**config.mk**
```make
export PLATFORM = sky130hd
export DESIGN_NAME = mul_div_unit
export DESIGN_NICKNAME = d
export VERILOG_FILES = /design/src/rtl/mdu_pkg.sv /design/src/rtl/mdu_iter.sv /design/src/rtl/mul_div_unit.sv
export SDC_FILE = /design/constraint.sdc
export NUM_CORES = 1
export LEC_CHECK = 0
export ABC_AREA = 1
export BUFFER_PORTS_ARGS = -buffer_cell sky130_fd_sc_hd__buf_2
export CAP_MARGIN = 20
export CELL_PAD_IN_SITES_DETAIL_PLACEMENT = 0
export CELL_PAD_IN_SITES_GLOBAL_PLACEMENT = 1
export CORE_ASPECT_RATIO = 1.2
export CORE_MARGIN = 3
export CORE_UTILIZATION = 27
export DETAILED_ROUTE_END_ITERATION = 6
export PLACE_DENSITY_LB_ADDON = 0.15
export SLEW_MARGIN = 20
export SYNTH_ARGS = -nofsm -noshare
export SYNTH_HDL_FRONTEND = slang
export SYNTH_SLANG_ARGS = --single-unit
```
**constraint.sdc**
```tcl
create_clock -name clk -period 2.7 [get_ports clk]
set_input_delay 0.54 -clock clk [delete_from_list [all_inputs] [get_ports clk]]
set_output_delay 0.54 -clock clk [all_outputs]
set_load 0.02 [all_outputs]
```
**src/rtl/mdu_pkg.sv**
```systemverilog
// Shared encodings for the iterative multiply/divide unit: op codes and FSM states.
package mdu_pkg;

    typedef enum logic [1:0] {
        OP_MULT  = 2'b00,
        OP_MULTU = 2'b01,
        OP_DIV   = 2'b10,
        OP_DIVU  = 2'b11
    } mdu_op_e;

    typedef enum logic [1:0] {
        ST_IDLE = 2'b00,
        ST_CALC = 2'b01,
        ST_FIN  = 2'b10
    } mdu_state_e;

    function automatic logic op_is_div(input mdu_op_e op);
        return (op == OP_DIV) || (op == OP_DIVU);
    endfunction

    function automatic logic op_is_signed(input mdu_op_e op);
        return (op == OP_MULT) || (op == OP_DIV);
    endfunction

endpackage

```
**src/rtl/mdu_iter.sv**
```systemverilog
// One radix-2 step on magnitudes: shift-add for multiply, restoring shift-subtract for divide.
module mdu_iter #(
    parameter int WIDTH = 32
) (
    input  logic             is_div,
    input  logic [WIDTH-1:0] hi_in,
    input  logic [WIDTH-1:0] lo_in,
    input  logic [WIDTH-1:0] opnd,
    output logic [WIDTH-1:0] hi_out,
    output logic [WIDTH-1:0] lo_out
);

    logic [WIDTH:0]   sum;
    logic [WIDTH:0]   shl;
    logic             fits;
    logic [WIDTH-1:0] rem;

    always_comb begin
        sum    = {1'b0, hi_in} + (lo_in[0] ? {1'b0, opnd} : '0);
        shl    = {hi_in, lo_in[WIDTH-1]};
        fits   = (shl >= {1'b0, opnd});
        // a successful subtract always leaves a value below opnd, so WIDTH bits suffice
        rem    = shl[WIDTH-1:0] - opnd;
        hi_out = '0;
        lo_out = '0;
        if (is_div) begin
            hi_out = fits ? rem : shl[WIDTH-1:0];
            lo_out = {lo_in[WIDTH-2:0], fits};
        end else begin
            {hi_out, lo_out} = {sum, lo_in[WIDTH-1:1]};
        end
    end

endmodule

```
**src/rtl/mul_div_unit.sv**
```systemverilog
// Multi-cycle MIPS-style multiply/divide unit with architectural HI/LO registers.
module mul_div_unit
    import mdu_pkg::*;
#(
    parameter int WIDTH = 32
) (
    input  logic             clk,
    input  logic             rst_n,
    input  logic             start,
    input  logic [1:0]       op,
    input  logic [WIDTH-1:0] a,
    input  logic [WIDTH-1:0] b,
    input  logic             abort,
    input  logic             hi_we,
    input  logic             lo_we,
    input  logic [WIDTH-1:0] wdata,
    output logic             busy,
    output logic             done,
    output logic             div_by_zero,
    output logic [WIDTH-1:0] hi,
    output logic [WIDTH-1:0] lo
);

    localparam int CW = $clog2(WIDTH);

    mdu_state_e       state, state_nxt;
    logic             launch, calc_en, commit;
    logic [CW-1:0]    cnt;

    mdu_op_e          op_in, op_r;
    logic             sa, sb;
    logic [WIDTH-1:0] mag_a, mag_b;

    logic [WIDTH-1:0] acc_hi, acc_lo, opnd, a_r;
    logic [WIDTH-1:0] it_hi, it_lo;
    logic             neg_res, neg_rem;

    logic [2*WIDTH-1:0] prod_fix;
    logic [WIDTH-1:0]   q_fix, r_fix, res_hi, res_lo;
    logic               dbz;

    logic [WIDTH-1:0] hi_r, lo_r;
    logic             done_r, dbz_r;

    assign launch = (state == ST_IDLE) && start && !abort;

    always_ff @(posedge clk or negedge rst_n) begin
        if (!rst_n) state <= ST_IDLE;
        else        state <= state_nxt;
    end

    always_comb begin
        state_nxt = state;
        case (state)
            ST_IDLE: if (launch) state_nxt = ST_CALC;
            ST_CALC: begin
                if (abort)                       state_nxt = ST_IDLE;
                else if (cnt == CW'(WIDTH - 1))  state_nxt = ST_FIN;
            end
            ST_FIN:  state_nxt = ST_IDLE;
            default: state_nxt = ST_IDLE;
        endcase
    end

    always_comb begin
        busy    = (state != ST_IDLE);
        calc_en = (state == ST_CALC) && !abort;
        commit  = (state == ST_FIN) && !abort;
    end

    // Operand magnitudes; the most-negative value maps to 2^(WIDTH-1), which still fits unsigned.
    always_comb begin
        op_in = mdu_op_e'(op);
        sa    = op_is_signed(op_in) && a[WIDTH-1];
        sb    = op_is_signed(op_in) && b[WIDTH-1];
        mag_a = sa ? -a : a;
        mag_b = sb ? -b : b;
    end

    mdu_iter #(.WIDTH(WIDTH)) u_iter (
        .is_div (op_is_div(op_r)),
        .hi_in  (acc_hi),
        .lo_in  (acc_lo),
        .opnd   (opnd),
        .hi_out (it_hi),
        .lo_out (it_lo)
    );

    always_ff @(posedge clk or negedge rst_n) begin
        if (!rst_n) begin
            acc_hi  <= '0;
            acc_lo  <= '0;
            opnd    <= '0;
            a_r     <= '0;
            op_r    <= OP_MULT;
            neg_res <= 1'b0;
            neg_rem <= 1'b0;
            cnt     <= '0;
        end else if (launch) begin
            acc_hi  <= '0;
            acc_lo  <= mag_a;
            opnd    <= mag_b;
            a_r     <= a;
            op_r    <= op_in;
            neg_res <= sa ^ sb;
            neg_rem <= sa;
            cnt     <= '0;
        end else if (calc_en) begin
            acc_hi  <= it_hi;
            acc_lo  <= it_lo;
            cnt     <= cnt + 1'b1;
        end
    end

    // Sign fix-up: quotient/product negated on sign mismatch, remainder follows the dividend.
    always_comb begin
        prod_fix = neg_res ? -{acc_hi, acc_lo} : {acc_hi, acc_lo};
        q_fix    = neg_res ? -acc_lo : acc_lo;
        r_fix    = neg_rem ? -acc_hi : acc_hi;
        dbz      = op_is_div(op_r) && (opnd == '0);
        res_hi   = prod_fix[2*WIDTH-1:WIDTH];
        res_lo   = prod_fix[WIDTH-1:0];
        if (dbz) begin
            res_hi = a_r;
            res_lo = '1;
        end else if (op_is_div(op_r)) begin
            res_hi = r_fix;
            res_lo = q_fix;
        end
    end

    always_ff @(posedge clk or negedge rst_n) begin
        if (!rst_n) begin
            hi_r   <= '0;
            lo_r   <= '0;
            done_r <= 1'b0;
            dbz_r  <= 1'b0;
        end else begin
            done_r <= commit;
            dbz_r  <= commit && dbz;
            if (commit) begin
                hi_r <= res_hi;
                lo_r <= res_lo;
            end else if ((state == ST_IDLE) && !start) begin
                if (hi_we) hi_r <= wdata;
                if (lo_we) lo_r <= wdata;
            end
        end
    end

    assign done        = done_r;
    assign div_by_zero = dbz_r;
    assign hi          = hi_r;
    assign lo          = lo_r;

endmodule

```
==> After elaboration in Yosys (flattened, before gate mapping) <==
Index checks and enable logic that the tools add are counted.
{ "word_totals": {"register_bits": 205, "in_bits": 104, "out_inout_bits": 67, "elab_cells": 84} }
{ "classes": {"addsub": 8, "order_cmp": 1, "n_eq_ne": 8, "n_mux": 29, "n_bitwise": 1, "reduce_logical": 24} }
{ "op_table": {"columns": ["cell", "n"], "rows": [
  ["$mux 32", 22],
  ["$neg 32->32", 4],
  ["$mux 64", 1],
  ["$neg 64->64", 1],
  ["$add 32x33->33", 1],
  ["$ge 33x32->1", 1],
  ["$logic_not 32->1", 1],
  ["$sub 32x32->32", 1],
  ["$mux 5", 2],
  ["$reduce_bool 2->1", 5],
  ["$logic_and 1x1->1", 9],
  ["$eq 2x2->1 const B", 4],
  ["$mux 2", 3],
  ["$reduce_and 2->1", 3],
  ["$add 5x1->5 const B", 1],
  ["$eq 5x5->1 const B", 1],
  ["$logic_not 2->1", 2],
  ["$pmux 2 s2", 1],
  ["$ne 3x3->1 const B", 1],
  ["$eq 2x1->1 const B", 1],
  ["$logic_not 1->1", 2],
  ["$logic_or 1x1->1", 2],
  ["$ne 2x2->1 const B", 1],
  ["$xor 1x1->1", 1]
]} }

==> Logic depth before layout (Yosys ltp) <==
{ "depth": {"depth_word": 5, "ltp_mapped": 20, "depth_no_buf": 18} }

==> Modules after synthesis <==
Synthesis repeated with hierarchy kept, for this count alone.
{ "hier_totals": {"hier_cells": 3187, "hier_area_um2": 19162.1} }
{ "by_module_without_submodules": {"columns": ["module", "instances", "cells_per_inst", "area_each_um2", "seq_area_each_um2"], "rows": [
  ["mul_div_unit", 1, 1912, 12962.4, 5104.9],
  ["mdu_iter", 1, 1275, 6199.7, 0.0]
]} }

==> Least setup slack after synthesis <==
No wires, ideal clock.
{ "synth_timing": {"path_kind": "reg2reg", "from": "register acc_lo[0]", "to": "register acc_hi[21]", "setup_time_ns": 0.117, "arrival_time_ns": 2.497, "t_required_ns": 2.583, "path_slack_ns": 0.086, "stages_incl_launch_ff": 20, "n_path_buf": 2, "period_less_slack_ns": 2.614, "path_cell_list": "dfrtp_1 buf_2 clkbuf_1 nand2_1 inv_1 ha_1 inv_1 fa_1 o21ai_0 nand2_1 nand2_1 nand2_1 nand2_1 nand2_1 nand3_1 nand3_1 nand2_1 inv_1 nand2_1 nand2_1"} }
{ "synth_via": {"elab_chain_len": 5} }
{ "synth_rtl": {"columns": ["element", "line", "text"], "rows": [
  ["from (decl)", "mul_div_unit.sv:34", "logic [WIDTH-1:0] acc_hi, acc_lo, opnd, a_r;"],
  ["from (signal assigned)", "mul_div_unit.sv:101", "acc_lo <= mag_a;"],
  ["from (signal assigned)", "mul_div_unit.sv:110", "acc_lo <= it_lo;"],
  ["$mux 32", "mdu_iter.sv:19", "sum = {1'b0, hi_in} + (lo_in[0] ? {1'b0, opnd} : '0);"],
  ["$add 32x33->33", "mdu_iter.sv:19", null],
  ["$mux 32", "mdu_iter.sv:26", "if (is_div) begin"],
  ["$mux 32", "mul_div_unit.sv:108", "end else if (calc_en) begin"],
  ["$mux 32", "mul_div_unit.sv:99", "end else if (launch) begin"],
  ["to (signal assigned)", "mul_div_unit.sv:109", "acc_hi <= it_hi;"],
  ["to (decl)", "mul_div_unit.sv:34", null]
]} }
No other way between the ends. The select of a mux whose other input is x is not followed.
A chain may end at the register's enable or synchronous reset.

==> Final worst setup path <==
{ "layout_timing": {"from": "register acc_lo[0]", "to": "register acc_hi[25]"} }
The elaborated chain is that of the path after synthesis.

==> flow_results.xml <==
<?xml version="1.0" encoding="UTF-8"?>
<metrics>
  <group name="outcome">
    <metric name="outcome" unit="">finished, violations left</metric>
    <metric name="failing_checks" unit="">DRC</metric>
  </group>
  <group name="pwr">
    <metric name="comb_power_share" unit="%">64.5</metric>
    <metric name="powerDensity" unit="nW/um^2">996</metric>
    <metric name="power.net_switching" unit="W">0.0124</metric>
    <metric name="ir_drop" unit="mV">0.431</metric>
    <metric name="power_frac_clock" unit="%">15.6</metric>
    <metric name="p_leak" unit="nW">12.0</metric>
    <metric name="p_int" unit="W">0.0109</metric>
    <metric name="seq_power_share" unit="%">20.0</metric>
    <metric name="power_switching_share" unit="%">53.3</metric>
  </group>
  <group name="timing">
    <metric name="timing.clock.skew" unit="ns">0.0178</metric>
    <metric name="post-route-min-period" unit="ns">2.65</metric>
    <metric name="worst_slew_pin_slew" unit="ns">1.01</metric>
    <metric name="timing.final.hold_violations" unit="">0</metric>
    <metric name="setup-violations-final" unit="">0</metric>
    <metric name="timing.slew.headroom" unit="%">32.9</metric>
    <metric name="timing.setup.tns" unit="ns">0</metric>
    <metric name="maxSlewViolCount" unit="">0</metric>
    <metric name="final_min_period_over_clock_period" unit="%">98.0</metric>
    <metric name="maximum_clock_frequency" unit="GHz">0.378</metric>
    <metric name="rsz0062_at_grt" unit="">true</metric>
  </group>
  <group name="final_layout">
    <metric name="final_core_utilization" unit="%">34.0</metric>
    <metric name="layout.nets" unit="">3622</metric>
    <metric name="non_filler_instance_count_after_layout" unit="">4376</metric>
    <metric name="fillerInstances" unit="">7708</metric>
    <metric name="syn2layout_area_growth" unit="%">24.2</metric>
    <metric name="share_of_cells_above_drive_strength_1" unit="%">16.8</metric>
  </group>
  <group name="detailed_routing">
    <metric name="drc" unit="">1</metric>
    <metric name="drt_first_iter_violations" unit="">1307</metric>
    <metric name="detail_route.first_pass.iterations" unit="">7</metric>
    <metric name="drt-total-wl" unit="mm">99.8</metric>
    <metric name="route.vias.total" unit="">21991</metric>
    <metric name="post_drt_wl_per_cell" unit="um">22.8</metric>
    <metric name="vias_per_cell" unit="">5.03</metric>
    <metric name="final_antenna_violating_net_count" unit="">0</metric>
  </group>
  <group name="cts">
    <metric name="clock_latency_of_the_later_clocked_register_in_the_worst_skew_pair" unit="ns">0.57</metric>
    <metric name="clkSlewWorstSetupHoldPaths" unit="ns">0.07</metric>
    <metric name="cts_tree" unit="">yes</metric>
    <metric name="cts.htree.levels" unit="">1</metric>
    <metric name="numCtsBuffers" unit="">27</metric>
    <metric name="tritoncts_num_sinks" unit="">204</metric>
    <metric name="clockRootBuffer" unit="">sky130_fd_sc_hd__clkbuf_16</metric>
    <metric name="maximum_count_of_clock_buffers_along_a_single_path" unit="">3</metric>
  </group>
  <group name="synthesis">
    <metric name="synth.lib_cells_used.distinct" unit="">57</metric>
    <metric name="synth_seq_cells" unit="">204</metric>
    <metric name="syn-num-nets" unit="">3318</metric>
    <metric name="synthFlopType" unit="">sky130_fd_sc_hd__dfrtp_1</metric>
    <metric name="synth.cells.most_frequent" unit="">sky130_fd_sc_hd__nand2_1 (913), sky130_fd_sc_hd__inv_1 (439), sky130_fd_sc_hd__nor2_1 (388)</metric>
    <metric name="synthCells" unit="">3142</metric>
    <metric name="share_of_flip_flops_with_an_asynchronous_set_or_reset" unit="%">100</metric>
    <metric name="synth_area" unit="um^2">18800</metric>
    <metric name="yosysTopAreaCell" unit="">sky130_fd_sc_hd__dfrtp_1</metric>
    <metric name="yosysWarningCount" unit="">0</metric>
    <metric name="seq_area_frac_synth" unit="%">27.1</metric>
    <metric name="synth_area_leaders" unit="">sky130_fd_sc_hd__dfrtp_1 (27%), sky130_fd_sc_hd__nand2_1 (18%), sky130_fd_sc_hd__inv_1 (8.7%)</metric>
    <metric name="synth.most_common_cell" unit="">sky130_fd_sc_hd__nand2_1</metric>
    <metric name="synth_area_per_cell" unit="um^2">5.99</metric>
    <metric name="synth_enable_flop_cells" unit="">0</metric>
    <metric name="netlist.area_leader.share" unit="%">27.1</metric>
  </group>
  <group name="placed_design">
    <metric name="place.detailed.instances" unit="">4320</metric>
    <metric name="port-buffer-count" unit="">170</metric>
    <metric name="detailedPlacementHpwl" unit="mm">82.7</metric>
    <metric name="gpl.final_weighted_congestion" unit="">1.01</metric>
  </group>
  <group name="critical_path">
    <metric name="worstPathMaxFanout" unit="">15</metric>
    <metric name="start_kind" unit="">flop</metric>
    <metric name="critPathRequiredTime" unit="ns">3.16</metric>
    <metric name="worst_r2r_startpoint" unit="">acc_lo[0]$_DFFE_PN0P_</metric>
    <metric name="ff2ff_path_depth" unit="">13</metric>
    <metric name="setup.worst_path.class" unit="">flop to flop</metric>
    <metric name="data_arrival_time_of_the_worst_path" unit="ns">3.10</metric>
    <metric name="timing.critical_path.from" unit="">acc_lo[0]$_DFFE_PN0P_</metric>
    <metric name="type_of_destination_of_the_critical_path" unit="">flop</metric>
  </group>
  <group name="floorplanning">
    <metric name="design.die.area" unit="um^2">73000</metric>
    <metric name="chipWidth" unit="um">247</metric>
    <metric name="initial_core_util" unit="%">27.4</metric>
    <metric name="fp-row-count" unit="">105</metric>
    <metric name="floorplan.die.height" unit="um">295</metric>
    <metric name="floorplan.core_area" unit="um^2">68700</metric>
    <metric name="io_pins" unit="">171</metric>
  </group>
  <group name="hold_path">
    <metric name="min_from" unit="">op[1]</metric>
    <metric name="min_path_cells" unit="">3</metric>
    <metric name="min-delay-path-class" unit="">input pin to flop</metric>
  </group>
  <group name="global_routing">
    <metric name="grt_start_max_net_pins" unit="">109</metric>
    <metric name="global_route_wire_length_before_repair" unit="mm">142</metric>
    <metric name="antenna_found_initial" unit="">1</metric>
    <metric name="global_route_overflow" unit="">0</metric>
    <metric name="grt_pass1_vias" unit="">21903</metric>
    <metric name="track_usage" unit="%">26.5</metric>
  </group>
  <group name="run">
    <metric name="maxCapViolCount" unit="">0</metric>
  </group>
</metrics>
through the flow:
stage | hold slack [ns] | total power [W] | setup slack, ns | instance area (um^2)
after detailed placement | 0.478 | 0.0192 | -0.321 | 22000
after global routing | 0.213 | 0.0250 | -0.0724 | 23400
final | 0.214 | 0.0233 | 0.0528 | 23400
after CTS | 0.193 | 0.0229 | 0.00149 | 22900
after floorplan | 0.244 | 0.0127 | 0.0863 | 18800
after global placement | 0.449 | 0.0192 | -0.344 | 22000
sequential cells by signal (all words and copies together) (netlist names):
signal,count
a_r,32
acc_hi,32
acc_lo,32
hi,32
lo,32
opnd,32
cnt,5
state,2
div_by_zero,1
done,1
neg_rem,1
neg_res,1
op_r,1
power groups by stage:
| stage | sequential [W] | combinational (W) | clock (W) |
|---|---|---|---|
| floorplan | 0.00472 | 0.00802 | 0 |
| global placement | 0.00469 | 0.0145 | 0 |
| detailed placement | 0.00470 | 0.0145 | 0 |
| CTS | 0.00465 | 0.0146 | 0.00371 |
| global route | 0.00470 | 0.0164 | 0.00381 |
| finish | 0.00465 | 0.0150 | 0.00362 |
worst paths after layout:
kind	endpoint	slack, ns
worst max-delay path	acc_hi[25]$_DFFE_PN0P_	0.05
worst min-delay path	op_r[1]$_DFFE_PN0P_	0.21
worst max register to register	acc_hi[25]$_DFFE_PN0P_	0.05
worst min register to register	cnt[3]$_DFFE_PN0P_	0.49
max in group asynchronous	opnd[13]$_DFFE_PN0P_	1.39
min in group asynchronous	lo[5]$_DFFE_PN0P_	0.49
per-layer routing:
layer,track usage [%],wire length (um)
met1,27.9,36400
met2,51.3,53100
met3,1.85,3510
met4,15.3,6820
met5,0,0
timing repair:
action | 4_1_cts | 5_1_grt
setup buffers | 0 | 4
resized for setup | 8 | 118
pin swaps | 0 | 10
cloned | 0 | 1
hold buffers | 1 | 0
hold endpoints to repair | 45 | 0
setup endpoints to repair | 5 | 29
logic make-up (layout without fill, tap and decap cells):
kind of cell | after synthesis | in the layout | synth area share (%)
flip-flops | 204 | 204 | 27.1
buffers and inverters | 549 | 873 | 11.3
AND/OR/NAND/NOR | 1723 | 1723 | 38.5
AO/OA/AOI/OAI | 552 | 552 | 16.3
other | 0 | 1 | 0
adder cells (fa/ha/maj) | 72 | 72 | 4.86
XOR/XNOR | 42 | 42 | 1.95
cells in the final DEF (no fill, tap or decap), types with 7 or more instances in the layout:
| master | count |
|---|---|
| sky130_fd_sc_hd__ha_1 | 51 |
| sky130_fd_sc_hd__nor3_1 | 28 |
| sky130_fd_sc_hd__buf_12 | 10 |
| sky130_fd_sc_hd__a21oi_2 | 22 |
| sky130_fd_sc_hd__nand2_2 | 27 |
| sky130_fd_sc_hd__nor3_2 | 7 |
| sky130_fd_sc_hd__nor2_4 | 7 |
| sky130_fd_sc_hd__a22oi_1 | 22 |
| sky130_fd_sc_hd__dfrtp_1 | 197 |
| sky130_fd_sc_hd__or2_2 | 8 |
| sky130_fd_sc_hd__o21ai_1 | 28 |
| sky130_fd_sc_hd__a21oi_1 | 196 |
| sky130_fd_sc_hd__ha_2 | 13 |
| sky130_fd_sc_hd__nand2_1 | 895 |
| sky130_fd_sc_hd__buf_4 | 196 |
| sky130_fd_sc_hd__buf_2 | 169 |
| sky130_fd_sc_hd__nand4_1 | 43 |
| sky130_fd_sc_hd__a31oi_1 | 10 |
| sky130_fd_sc_hd__o21ai_2 | 10 |
| sky130_fd_sc_hd__nand3_2 | 13 |
| sky130_fd_sc_hd__xnor2_1 | 8 |
| sky130_fd_sc_hd__o21ai_0 | 187 |
| sky130_fd_sc_hd__nand3b_1 | 10 |
| sky130_fd_sc_hd__xor2_1 | 34 |
| sky130_fd_sc_hd__nand3_1 | 268 |
| sky130_fd_sc_hd__nor2_1 | 371 |
| sky130_fd_sc_hd__o21bai_1 | 13 |
| sky130_fd_sc_hd__nor2_2 | 24 |
| sky130_fd_sc_hd__clkbuf_16 | 28 |
| sky130_fd_sc_hd__clkinv_2 | 7 |
| sky130_fd_sc_hd__o211ai_1 | 21 |
| sky130_fd_sc_hd__inv_1 | 437 |
worst max-delay path, cell delays in order, from the launching register on:
cell                        delay (ns)
sky130_fd_sc_hd__dfrtp_2          0.50
sky130_fd_sc_hd__clkbuf_16        0.22
sky130_fd_sc_hd__nand2_1          0.18
sky130_fd_sc_hd__inv_1            0.07
sky130_fd_sc_hd__ha_1             0.35
sky130_fd_sc_hd__nand2_1          0.13
sky130_fd_sc_hd__nor2_2           0.19
sky130_fd_sc_hd__nand2_1          0.13
sky130_fd_sc_hd__nor4_2           0.19
sky130_fd_sc_hd__nand2_2          0.11
sky130_fd_sc_hd__nand3_1          0.09
sky130_fd_sc_hd__nand3_1          0.17
sky130_fd_sc_hd__nand3_1          0.14
sky130_fd_sc_hd__nand2_1          0.06
final cells by class:
class	instances	area [um^2]	area share (%)
inverter	446	1680	7.17
clock buffer	37	753	3.22
timing repair buffer	378	2570	11.0
clock inverter	12	103	0.439
antenna	1	2.50	0.0107
sequential	204	5120	21.9
tap	909	1140	4.86
multi-input combinational	2389	12000	51.4
Power figures use the tool's default switching activity.
